### config.mk
export PLATFORM = sky130hd
export DESIGN_NAME = div_seq
export DESIGN_NICKNAME = d
export VERILOG_FILES = /design/src/rtl/div_seq.sv
export SDC_FILE = /design/constraint.sdc
export NUM_CORES = 1
export LEC_CHECK = 0
export CAP_MARGIN = 20
export CELL_PAD_IN_SITES_DETAIL_PLACEMENT = 1
export CELL_PAD_IN_SITES_GLOBAL_PLACEMENT = 1
export CORE_ASPECT_RATIO = 1.25
export CORE_MARGIN = 8
export CORE_UTILIZATION = 32
export CTS_CLUSTER_SIZE = 20
export DETAILED_ROUTE_END_ITERATION = 16
export PLACE_DENSITY = 0.67
export SYNTH_ARGS = -nofsm -noshare
export SYNTH_HDL_FRONTEND = slang
export SYNTH_SLANG_ARGS = --single-unit
### constraint.sdc
create_clock -name clk -period 7 [get_ports clk]
set_input_delay 1.05 -clock clk [delete_from_list [all_inputs] [get_ports clk]]
set_output_delay 1.05 -clock clk [all_outputs]
set_load 0.02 [all_outputs]
### src/rtl/div_seq.sv
// Multi-cycle restoring divider for the EX stage (DIV/DIVU). It produces {remainder, quotient}
// for HI/LO and asks EX to stall while a division is in flight.
// Ports:
//   clk, rst               clock; synchronous active-high reset
//   start_i, annul_i       divide request (held until ready_o) / flush abort
//   signed_i               1 = DIV, 0 = DIVU; sampled with start_i
//   opdata1_i, opdata2_i   dividend / divisor; sampled with start_i
//   result_o               {remainder, quotient}; valid while ready_o is high
//   ready_o                registered result-valid flag
//   stallreq_o             start_i & ~ready_o
module div_seq #(
    parameter int DATA_W = 32
) (
    input  logic                clk,
    input  logic                rst,
    input  logic                start_i,
    input  logic                annul_i,
    input  logic                signed_i,
    input  logic [DATA_W-1:0]   opdata1_i,
    input  logic [DATA_W-1:0]   opdata2_i,
    output logic [2*DATA_W-1:0] result_o,
    output logic                ready_o,
    output logic                stallreq_o
);

    localparam int CNT_W = $clog2(DATA_W + 1);
    localparam logic [CNT_W-1:0] LAST = CNT_W'(DATA_W - 1);
    localparam logic [CNT_W-1:0] ONE  = CNT_W'(1);

    typedef enum logic [1:0] {
        IDLE,
        BYZERO,
        RUN,
        DONE
    } state_t;

    state_t state_q, state_d;

    logic [CNT_W-1:0]    cnt_q, cnt_d;
    logic [DATA_W-1:0]   rem_q, rem_d;
    logic [DATA_W-1:0]   quo_q, quo_d;
    logic [DATA_W-1:0]   dvsr_q, dvsr_d;
    logic                neg_quo_q, neg_quo_d;
    logic                neg_rem_q, neg_rem_d;
    logic [2*DATA_W-1:0] result_d;
    logic                ready_d;

    logic                a_neg, b_neg;
    logic [DATA_W-1:0]   a_mag, b_mag;
    logic [DATA_W:0]     trial;
    logic [DATA_W-1:0]   rem_step, quo_step;
    logic [DATA_W-1:0]   rem_fix, quo_fix;

    assign stallreq_o = start_i & ~ready_o;

    assign a_neg = signed_i & opdata1_i[DATA_W-1];
    assign b_neg = signed_i & opdata2_i[DATA_W-1];
    assign a_mag = a_neg ? -opdata1_i : opdata1_i;
    assign b_mag = b_neg ? -opdata2_i : opdata2_i;

    // The quotient register starts out holding the dividend magnitude; its MSB is
    // shifted into the partial remainder while quotient bits fill in from the bottom.
    assign trial = {rem_q, quo_q[DATA_W-1]} - {1'b0, dvsr_q};

    always_comb begin
        rem_step = {rem_q[DATA_W-2:0], quo_q[DATA_W-1]};
        quo_step = {quo_q[DATA_W-2:0], 1'b0};
        if (!trial[DATA_W]) begin
            rem_step = trial[DATA_W-1:0];
            quo_step = {quo_q[DATA_W-2:0], 1'b1};
        end
    end

    // Negating the most negative quotient wraps to itself, which is the
    // intended result for the overflow case.
    assign quo_fix = neg_quo_q ? -quo_step : quo_step;
    assign rem_fix = neg_rem_q ? -rem_step : rem_step;

    always_comb begin
        state_d   = state_q;
        cnt_d     = cnt_q;
        rem_d     = rem_q;
        quo_d     = quo_q;
        dvsr_d    = dvsr_q;
        neg_quo_d = neg_quo_q;
        neg_rem_d = neg_rem_q;
        result_d  = result_o;
        ready_d   = ready_o;

        unique case (state_q)
            IDLE: begin
                result_d = '0;
                ready_d  = 1'b0;
                if (start_i && !annul_i) begin
                    neg_quo_d = a_neg ^ b_neg;
                    neg_rem_d = a_neg;
                    cnt_d     = '0;
                    if (opdata2_i == '0) begin
                        state_d = BYZERO;
                    end else begin
                        rem_d   = '0;
                        quo_d   = a_mag;
                        dvsr_d  = b_mag;
                        state_d = RUN;
                    end
                end
            end
            BYZERO: begin
                // Two cycles here so divide-by-zero reports two edges after start.
                if (annul_i) begin
                    state_d = IDLE;
                end else if (cnt_q == ONE) begin
                    state_d  = DONE;
                    result_d = '0;
                    ready_d  = 1'b1;
                end else begin
                    cnt_d = cnt_q + ONE;
                end
            end
            RUN: begin
                if (annul_i) begin
                    state_d = IDLE;
                end else begin
                    rem_d = rem_step;
                    quo_d = quo_step;
                    cnt_d = cnt_q + ONE;
                    if (cnt_q == LAST) begin
                        state_d  = DONE;
                        result_d = {rem_fix, quo_fix};
                        ready_d  = 1'b1;
                    end
                end
            end
            DONE: begin
                if (annul_i || !start_i) begin
                    state_d  = IDLE;
                    result_d = '0;
                    ready_d  = 1'b0;
                end
            end
            default: begin
                state_d  = IDLE;
                result_d = '0;
                ready_d  = 1'b0;
            end
        endcase

        // Leaving via annul never delivers a result.
        if (state_d == IDLE) begin
            result_d = '0;
            ready_d  = 1'b0;
        end
    end

    always_ff @(posedge clk) begin
        if (rst) begin
            state_q   <= IDLE;
            cnt_q     <= '0;
            rem_q     <= '0;
            quo_q     <= '0;
            dvsr_q    <= '0;
            neg_quo_q <= 1'b0;
            neg_rem_q <= 1'b0;
            result_o  <= '0;
            ready_o   <= 1'b0;
        end else begin
            state_q   <= state_d;
            cnt_q     <= cnt_d;
            rem_q     <= rem_d;
            quo_q     <= quo_d;
            dvsr_q    <= dvsr_d;
            neg_quo_q <= neg_quo_d;
            neg_rem_q <= neg_rem_d;
            result_o  <= result_d;
            ready_o   <= ready_d;
        end
    end

endmodule

Yosys cells after proc, flatten, opt, wreduce, memory -nomap -nowiden
Index checks and enable logic that the tools add are counted.
{"block": "totals", "regBits": 171, "inputBits": 69, "output_inout_bits": 66, "word_cells": 88}
{"block": "classes", "addsub": 6, "eq_ne": 13, "mux": 39, "n_bitwise": 6, "n_reduce_logical": 15}
{"op": "$mux 32", "n": 11}
{"op": "$mux 64", "n": 5}
{"op": "$pmux 64 s4", "n": 1}
{"op": "$neg 32->32", "n": 4}
{"op": "$pmux 32 s2", "n": 2}
{"op": "$sub 33x32->33", "n": 1}
{"op": "$logic_not 32->1", "n": 1}
{"op": "$mux 6", "n": 4}
{"op": "$pmux 6 s3", "n": 1}
{"op": "$ne 2x2->1 const B", "n": 8}
{"op": "$mux 2", "n": 7}
{"op": "$reduce_and 5->1", "n": 2}
{"op": "$pmux 2 s4", "n": 1}
{"op": "$add 6x1->6 const B", "n": 1}
{"op": "$eq 6x1->1 const B", "n": 1}
{"op": "$eq 6x5->1 const B", "n": 1}
{"op": "$mux 1", "n": 6}
{"op": "$eq 2x2->1 const B", "n": 2}
{"op": "$logic_not 2->1", "n": 2}
{"op": "$pmux 1 s4", "n": 1}
{"op": "$reduce_and 4->1", "n": 1}
{"op": "$and 1x1->1", "n": 3}
{"op": "$reduce_and 3->1", "n": 1}
{"op": "$reduce_bool 3->1", "n": 1}
{"op": "9 further kinds", "n": 11}

Depth between registers and ports, before layout
Gate-level depths: netlist (run 1).
{"block": "depth", "word_depth": 7, "depth_mapped": 25, "ltp_nobuf": 21}

Worst setup path before layout (run 1)
No wires, ideal clock.
{"block": "synth_path", "kind": "flip-flop to flip-flop", "start": "register quo_q[31]", "end": "register result_o[62]", "setup_time_ps": 117, "t_arrival_ps": 4716, "required_ps": 6883, "path_slack_ps": 2167, "stages_incl_launch_ff": 26, "path_buffers": 4, "period_less_slack_ps": 4833, "path_cell_list": "dfxtp_1 -> inv_1 -> ha_1 -> inv_1 -> fa_1 -> a211oi_1 -> o211ai_1 -> nand2_1 -> a211oi_1 -> o211a_1 -> inv_2 -> clkbuf_8 -> buf_8 -> buf_4 -> clkbuf_1 -> nor2_1 -> a21oi_1 -> ha_1 -> nand3b_1 -> or4_1 -> nor4_1 -> a311oi_1 -> a211oi_2 -> and4bb_1 -> mux2i_1 -> nand2_1"}
{"block": "synth_between", "elab_chain_cells": 7}
{"element": "start, declared", "line_no": "41", "source": "logic [DATA_W-1:0] quo_q, quo_d;"}
{"element": "start signal, assigned", "line_no": "170", "source": "quo_q <= quo_d;"}
{"element": "$sub 33x32->33", "line_no": "63", "source": "assign trial = {rem_q, quo_q[DATA_W-1]} - {1'b0, dvsr_q};"}
{"element": "$mux 32 *", "line_no": "68", "source": "if (!trial[DATA_W]) begin"}
{"element": "$neg 32->32", "line_no": "77", "source": "assign rem_fix = neg_rem_q ? -rem_step : rem_step;"}
{"element": "$mux 32 *", "line_no": "77"}
{"element": "$mux 64 *", "line_no": "127", "source": "if (cnt_q == LAST) begin"}
{"element": "$mux 64 *", "line_no": "121", "source": "if (annul_i) begin"}
{"element": "$pmux 64 s4 *", "line_no": "90", "source": "unique case (state_q)"}
{"element": "end signal, assigned", "line_no": "174", "source": "result_o <= result_d;"}
{"element": "end, declared", "line_no": "21", "source": "output logic [2*DATA_W-1:0] result_o,"}
Every way passes the cells marked *; elsewhere a longest branch is shown, timed or not. The select of a mux whose other input is x is not followed.
A chain may end at the register's enable or synchronous reset.

Worst setup path after layout (run 1)
{"block": "layout_path", "start": "register rem_q[24]", "end": "register result_o[62]"}
{"block": "layout_between", "elab_chain_cells": 7}
{"element": "start, declared", "line_no": "40", "source": "logic [DATA_W-1:0] rem_q, rem_d;"}
{"element": "start signal, assigned", "line_no": "169", "source": "rem_q <= rem_d;"}
{"element": "$sub 33x32->33", "line_no": "63"}
{"element": "$mux 32 *", "line_no": "68"}
{"element": "$neg 32->32", "line_no": "77"}
{"element": "$mux 32 *", "line_no": "77"}
{"element": "$mux 64 *", "line_no": "127"}
{"element": "$mux 64 *", "line_no": "121"}
{"element": "$pmux 64 s4 *", "line_no": "90"}
Marks and branches as above.

==> impl_metrics.toml, run 1 <==
[yosys]
synth_mux_area_share_pct = 2.20
synth_xor_area_share_pct = 9.93
avgSynthCellArea_um2 = 7.40
ys.flop_type = "dfxtp_1"
synth_most_common_cell = "nand2_1"
synth.largest_area_cell = "dfxtp_1"
synth.distinct_cells = 87
yosys.area_share.simple_pct = 23.9
syn-num-nets = 1733
ys_ff_latch = 171
synth_top_area_share_pct = 28.5
yosysWarnings = 0
synth_compound_area_share_pct = 25.5
synthesis.area_um2 = 12000
synth_common_cells = "237 x nand2_1, 192 x nor2_1, 171 x dfxtp_1"
netlist_instances = 1621
synth_edf_count = 0
synthAdderAreaFrac_pct = 4.55
async_reset_ff_share_pct = 0
synth_top_family_by_area = "compound AO/OA/AOI/OAI gates"
yosys-top-cells-area = "dfxtp_1 29%, nand2_1 7.4%, nor2_1 6.0%, a21oi_1 5.2%, xnor2_1 5.0%"
ys_seq_area_share_pct = 28.5

[place]
post-place-ws_ps = 1700
dp_cells = 2166
placed_area_um2 = 13600
gp_congestion = 0.849
hpwl_um = 33100
portBuffers = 134

[sta]
finalCritPeriodShare_pct = 73.5
period_minus_slack_ps = 5150
fmax_mhz = 194
slew_headroom_pct = 27.8
drv_slew = 0
setup_viol = 0
finalSetupTns_ps = 0
hold_viol_final = 0
rsz0062_at_grt = "no"
fin_ws_ps = 1850
whs_ps = 455
tightest_slew_ps = 1080
skew_ps = 17.1

[cts]
cts_hold_buf = 0
ctsLongestPathBuffers = 2
cts_max_level = 4
clk-insertion-delay-late_ps = 450
postCtsSetupBuffers = 0
cts_buffers = 17
cts_resized = 0
cts_tree = "done"
clock_sinks = 171
clkTransAtPathRegs_ps = 80
root_buffer = "clkbuf_16"

[critical_path]
regToRegEndpoint = "result_o[62]"
cp.required_ps = 7330
r2r_cells = 18
arrival_ps = 5480
cpMaxStageDelayCell = "dfxtp_1"
critPathMaxFanout = 10
rrSetupSlack_ps = 1850
cpPeakStageDelay_ps = 540
cp-start-kind = "flip-flop"
r2r_start = "rem_q[24]"
path_buf_inv = 1
crit_chain = "ha_1, a211o_1, a21oi_1, o311ai_1, a211o_1, o211a_1, inv_2, nor2_1, a21oi_1, ha_1, nand3b_1, or4_1, nor4_1, a311oi_1, a211oi_2, and4bb_1, mux2i_1, nand2_1"
worst-setup-path-type = "reg -> reg"
critPathCaptureType = "flip-flop"
crit_family = "compound AO/OA/AOI/OAI gates"

[drt]
viasPerCell = 5.44
vias = 12000
dr.pass1.iters = 7
drt_iter0_markers = 547
drtAntennaViolNets = 0
wl_um = 43000
wl_per_cell_um = 19.5
drc_errors = 0

[layout]
area_growth_pct = 18.5
layout.nets = 1811
drive_gt1_share_pct = 4.96
diodes = 0
post-route-util_pct = 38.3
fin_cells = 2198
fin_area_um2 = 14200

[worst_hold_path]
hold_class = "reg -> reg"
whs_endpoint = "result_o[54]"
min_from = "result_o[54]"
min_path_cells = 2

[global_routing]
antenna_found_initial = 0
grt_max_degree = 72
overflow = 0
grt_pass1_wl_um = 67700
track_usage_pct = 19.2
grt_pass1_vias = 12500

[run]
drv_cap = 0

[pwr]
clkPwrFrac_pct = 35.9
switching_share_pct = 33.4
p_switching_mw = 0.884
power_frac_comb_pct = 24.9
cellPowerDensity_nw_per_um2 = 186
finalPower_mw = 2.65
internal-power_mw = 1.76
p_leak_nw = 5.08
p_seq_share_pct = 39.1
peakVddDrop_mv = 0.165

[floorplan]
num_rows = 79
initial_utilization_pct = 32.4
design.die.area_um2 = 44000
chipWidth_um = 189
core_area_um2 = 37100
ios = 135
die_h_um = 232

[outcome]
run_status = "complete, no violations"
## cell usage in the layout, fill, tap and decap left out, drive strengths merged, types with 18 or more instances in the layout
cell           instances
a21oi                126
dfxtp                171
nand3                 24
clkbuf                24
nor3                  47
buf                   18
mux2i                 23
or3                   26
xor2                  68
xnor2                 68
a22oi                 37
a211oi                44
ha                    42
inv                   57
clkdlybuf4s50        133
nor2                 192
o31ai                 30
o21ai                121
nand2                237
## tightest hold or removal path, stage by stage (launching register included)
cell	delay (ps)
dfxtp_1	330
nand2_1	50
o21ai_0	50
## power by group through the flow
stage,combinational (mW),sequential (mW),clock (mW)
floorplan,0.446,1.05,0
global placement,0.649,1.06,0
detailed placement,0.661,1.06,0
CTS,0.667,1.04,0.971
global route,0.727,1.04,1.02
finish,0.660,1.04,0.951
## worst max-delay path by stage
stage | start | end | slack [ps] | cells past startpoint
6_report | rem_q[24] | result_o[62] | 1850 | 18
3_3_place_gp | opdata2_i[4] | result_o[63] | 1920 | 11
5_1_grt | quo_q[31] | result_o[62] | 1450 | 20
4_1_cts | rem_q[24] | result_o[62] | 1860 | 18
2_1_floorplan | quo_q[31] | result_o[62] | 2170 | 25
3_5_place_dp | opdata2_i[4] | result_o[55] | 1700 | 10
## final cells by class
| type | instances | area, µm² |
|---|---|---|
| multi-input combinational | 1302 | 7940 |
| fill | 4579 | 22900 |
| timing repair buffer | 151 | 1470 |
| inverter | 56 | 210 |
| clock buffer | 24 | 482 |
| tap | 486 | 608 |
| clock inverter | 8 | 85.1 |
| sequential | 171 | 3420 |
## layer usage
layer  track usage, %  part of all wire (%)
met1             20.6                    40
met2             36.6                    54
met3             2.82                   2.4
met4             8.64                   3.8
met5                0                     0
## cells by family (layout without fill, tap and decap cells)
kind of cell | Yosys count | in the layout
buffers and inverters | 148 | 239
XOR/XNOR | 136 | 136
adder cells (fa/ha/maj) | 43 | 43
AND/OR/NAND/NOR | 628 | 628
flip-flops | 171 | 171
AO/OA/AOI/OAI | 469 | 469
multiplexers | 26 | 26
## sequential cells by signal (all words and copies together), names as in the netlist
name / flops
rem_q: 32
neg_rem_q: 1
result_o: 64
ready_o: 1
state_q: 2
quo_q: 32
dvsr_q: 32
cnt_q: 6
neg_quo_q: 1
No activity file was read; power rests on OpenSTA's default activity.
==> inputs of run 2 (changes only) <==
Clock period 7 ns to 5.3 ns, I/O delays scaled along.
==> impl_metrics.toml, run 2 (synthesis gave the netlist of run 1 again) <==
[sta]
finalCritPeriodShare_pct = 91.5
drv_slew = 0
setup_viol = 0
period_minus_slack_ps = 4850
hold_viol_final = 0
rsz0062_at_grt = "no"
tightest_slew_ps = 1010
skew_ps = 16.4
fmax_mhz = 206
slew_headroom_pct = 32.7
finalSetupTns_ps = 0

[pwr]
switching_share_pct = 34.0
internal-power_mw = 2.35
p_switching_mw = 1.21
p_seq_share_pct = 38.4
p_leak_nw = 5.14
clkPwrFrac_pct = 36.6
cellPowerDensity_nw_per_um2 = 249
power_frac_comb_pct = 25.1
peakVddDrop_mv = 0.167

[layout]
ff_latch_area_um2 = 3420
diodes = 0
largest_register_ffs = 64
layout_commonest_cell = "nand2_1"
layout.nets = 1820
layout_common_cells = "237 x nand2_1, 191 x nor2_1, 171 x dfxtp_1, 133 x clkdlybuf4s50_1, 125 x a21oi_1"
fin_cells = 2207
fill_cells = 4628
area_growth_pct = 19.5
regMostFlops = "result_o"
post-route-util_pct = 38.7
multi_input_area_um2 = 7940
drive_gt1_share_pct = 5.75

[drt]
wl_um = 43800
drt_iter0_markers = 538
wl_per_cell_um = 19.8
vias = 12100
dr.pass1.iters = 4
viasPerCell = 5.47
drc_errors = 0
drtAntennaViolNets = 0

[cts]
root_buffer = "clkbuf_16"
clk-insertion-delay-late_ps = 460
cts_buffers = 17
cts_max_level = 4
cts_hold_buf = 0
postCtsSetupBuffers = 0
clkTransAtPathRegs_ps = 70
ctsLongestPathBuffers = 2
cts_tree = "done"
clock_sinks = 171

[floorplan]
design.die.area_um2 = 44000
core_area_um2 = 37100
ios = 135
num_rows = 79
initial_utilization_pct = 32.4
chipWidth_um = 189
die_h_um = 232

[global_routing]
grt_max_degree = 75
grt_pass1_wl_um = 69300
track_usage_pct = 19.7
antenna_found_initial = 0
grt_pass1_vias = 12600
overflow = 0

[place]
dp_cells = 2174
hpwl_um = 34000
portBuffers = 134
gp_congestion = 0.891

[outcome]
run_status = "complete, no violations"

[critical_path]
cpMaxStageDelayCell = "or4_1"
cp-start-kind = "flip-flop"
crit_chain = "ha_1, a211oi_1, nor2_1, nor3_1, a211oi_1, o211a_1, inv_2, nor2_1, a21oi_1, ha_1, nand3b_1, or4_1, nor4_1, a311oi_1, a211oi_2, and4bb_1, mux2i_1, nand2_1"
critPathMaxFanout = 13
worst-setup-path-type = "reg -> reg"
cpPeakStageDelay_ps = 520
arrival_ps = 5200
cp.required_ps = 5650
critPathCaptureType = "flip-flop"

[run]
drv_cap = 0

[worst_hold_path]
hold_class = "reg -> reg"
-- run 2: changes by cell type in the layout (fill, tap and decap cells not counted), sizes merged --
cell	delta
buf	+9
clkbuf	-7
inv	+5
clkinvlp	+3
clkinv	-2
bufinv	+1
-- run 2: power groups by stage --
stage	combinational [mW]	sequential (mW)	clock (mW)
finish	0.893	1.37	1.30
global route	0.982	1.37	1.37
CTS	0.897	1.37	1.33
detailed placement	0.892	1.40	0
global placement	0.880	1.40	0
floorplan	0.589	1.39	0
-- run 2: final timing paths --
check          startpoint      endpoint  slack, ps  depth (start not counted)
max             rem_q[12]  result_o[62]        450                         18
min          result_o[59]  result_o[59]        440                          2
max reg2reg     rem_q[12]  result_o[62]        450                         18
min reg2reg  result_o[59]  result_o[59]        440                          2
-- run 2: what timing repair did --
| action | in CTS | in global routing |
|---|---|---|
| hold endpoints to repair | 0 | 0 |
| setup endpoints to repair | 0 | 1 |
| gates resized for setup | 0 | 1 |
-- run 2: final cells by class --
cell class / count / area share (%)
Multi-Input combinational cell: 1302 / 55.4
Sequential cell: 171 / 23.9
Timing Repair Buffer: 160 / 10.9
Tap cell: 486 / 4.24
Clock buffer: 17 / 2.97
Inverter: 56 / 1.47
Clock inverter: 15 / 1.13
-- run 2: metal layers --
| metal | GRT usage, % | share of wire, % |
|---|---|---|
| met1 | 21.0 | 40 |
| met2 | 36.8 | 53 |
| met3 | 3.16 | 2.6 |
| met4 | 10.4 | 4.8 |
| met5 | 0 | 0 |
-- run 2: critical path, delay by kind of cell (launching register included) --
kind | cells | cell delay, ps
compound gates | 6 | 1470
simple gates | 8 | 1730
fa+ha+maj | 2 | 690
buf+inv | 1 | 210
mux | 1 | 180
flops | 1 | 470
-- run 2: stage by stage --
step	power [mW]	cell area (µm²)	hold WS, ps	worst slack (ps)
CTS	3.60	14300	451	397
finish	3.56	14300	445	451
global route	3.73	14300	482	64.2
global placement	2.28	13700	437	496
floorplan	1.97	12000	457	467
detailed placement	2.29	13700	442	401
==> inputs of run 3 (changes only) <==
Settings changed: CORE_ASPECT_RATIO 1.25 to 0.7.
==> impl_metrics.toml, run 3 (synthesis gave the netlist of run 1 again) <==
[outcome]
run_status = "complete, no violations"

[global_routing]
grt_max_degree = 72
grt_pass1_vias = 11900
overflow = 0
track_usage_pct = 20.1
antenna_found_initial = 1
grt_pass1_wl_um = 70100

[place]
portBuffers = 134
post-place-ws_ps = 251
gp_congestion = 0.890
hpwl_um = 35300

[critical_path]
cp-startpoint = "quo_q[31]"
cpMaxStageDelayCell = "or4_1"
r2r_cells = 21
cpPeakStageDelay_ps = 540
critPathCaptureType = "flip-flop"
cp.required_ps = 5640
crit_chain = "inv_1, ha_1, inv_1, fa_1, a211oi_2, o211ai_1, nand2_1, a211oi_1, o211a_1, inv_4, nor2_1, a21oi_2, ha_2, nand3b_1, or4_1, nor4_1, a311oi_1, a211oi_2, and4bb_1, mux2i_1, nand2_1"
arrival_ps = 5140
critPathMaxFanout = 13
rrSetupSlack_ps = 500
r2r_start = "quo_q[31]"
cp.depth = 21
cp-start-kind = "flip-flop"
regToRegEndpoint = "result_o[62]"
crit_family = "compound AO/OA/AOI/OAI gates"
path_buf_inv = 3
cp-endpoint = "result_o[62]"
worst-setup-path-type = "reg -> reg"

[floorplan]
num_rows = 59
initial_utilization_pct = 32.4
core_area_um2 = 37100
die_h_um = 178
design.die.area_um2 = 44000
ios = 135
chipWidth_um = 247

[sta]
hold_viol_final = 0
drv_slew = 0
setup_viol = 0
fin_ws_ps = 501
tightest_slew_ps = 1040
fmax_mhz = 208
rsz0062_at_grt = "no"
finalSetupTns_ps = 0
skew_ps = 10.6
finalCritPeriodShare_pct = 90.5
period_minus_slack_ps = 4800
slew_headroom_pct = 30.2

[drt]
drtAntennaViolNets = 0
drc_errors = 0
viasPerCell = 5.55
dr.pass1.iters = 5
wl_um = 44800
drt_iter0_markers = 889
wl_per_cell_um = 20.3
vias = 12200

[layout]
layout_commonest_cell = "nand2_1"
drive_gt1_share_pct = 5.65
layout_common_cells = "237 x nand2_1, 190 x nor2_1, 171 x dfxtp_1, 133 x clkdlybuf4s50_1, 124 x a21oi_1"
largest_register_ffs = 64
fill_cells = 4607
area_growth_pct = 19.5
regMostFlops = "result_o"
layout.nets = 1816
diodes = 0

[pwr]
p_leak_nw = 5.13
peakVddDrop_mv = 0.175
clkPwrFrac_pct = 36.7
power_frac_comb_pct = 25.3
switching_share_pct = 33.6
p_switching_mw = 1.21
p_seq_share_pct = 38.0
cellPowerDensity_nw_per_um2 = 251
internal-power_mw = 2.39

[cts]
cts_max_level = 4
ctsLongestPathBuffers = 2
cts_tree = "done"
clock_sinks = 171
root_buffer = "clkbuf_16"
clk-insertion-delay-late_ps = 460
cts_buffers = 17
clkTransAtPathRegs_ps = 70
cts_hold_buf = 0

[worst_hold_path]
min_from = "result_o[29]"
hold_class = "reg -> reg"

[run]
drv_cap = 0
==> run 3: cell count changes in the layout (fill, tap and decap cells not counted), moves of 2 or more <==
cell        change
clkinv_4        +3
clkinvlp_4      -2
clkbuf_1        +2
inv_6           -3
ha_2            +2
buf_4           -4
ha_1            -2
==> run 3: power by group through the flow <==
stage	clock network, mW	logic, mW	registers [mW]
after floorplan	0	0.589	1.39
after global placement	0	0.879	1.40
after detailed placement	0	0.894	1.40
after CTS	1.35	0.900	1.37
after global routing	1.41	0.996	1.38
final	1.32	0.911	1.37
==> run 3: per-layer routing <==
metal / routed length, µm / track usage [%] / vias to the layer above
li1: - / - / 5930
met1: 23400 / 30.2 / 6018
met2: 18700 / 29.1 / 241
met3: 1950 / 3.50 / 39
met4: 673 / 5.07 / 0
met5: 0 / 0 / -
==> run 3: area by class of cell <==
cell class | count | area (µm²) | area share [%]
timing repair buffer | 156 | 1540 | 10.7
clock inverter | 13 | 166 | 1.16
sequential | 171 | 3420 | 23.9
multi-input combinational | 1302 | 7950 | 55.5
inverter | 56 | 213 | 1.48
clock buffer | 19 | 433 | 3.02
tap | 488 | 611 | 4.26
==> run 3: timing repair <==
item	4_1_cts	5_1_grt
gates resized for setup	0	5
setup buffers	0	2
endpoints found under the setup margin	0	2
==> run 3: through the flow <==
stage                     std cells  hold slack, ps  cell area [µm²]  util [%]  total power [mW]
after floorplan                1621             457            12000         -              1.97
after global placement         2169             436            13700      36.9              2.28
after detailed placement       2170             444            13700      36.9              2.29
after CTS                      2202             460            14300      38.5              3.62
after global routing           2205             484            14300      38.7              3.78
final                          2205             457            14300      38.7              3.60
==> run 3: worst reg2reg max path, stage by stage (launching register included) <==
cell	delay [ps]
dfxtp_1	330
inv_1	80
ha_1	180
inv_1	60
fa_1	430
a211oi_2	270
o211ai_1	150
nand2_1	220
a211oi_1	110
o211a_1	360
inv_4	190
nor2_1	80
a21oi_2	180
ha_2	260
nand3b_1	120
or4_1	540
nor4_1	210
a311oi_1	160
a211oi_2	270
and4bb_1	260
mux2i_1	190
nand2_1	60
==> run 3: worst min-delay path by stage <==
stage | to | slack (ps) | depth (start not counted)
5_1_grt | result_o[57] | 480 | 2
6_report | result_o[29] | 460 | 2
3_5_place_dp | result_o[55] | 440 | 2
2_1_floorplan | quo_q[30] | 460 | 2
3_3_place_gp | result_o[55] | 440 | 2
4_1_cts | result_o[55] | 460 | 2
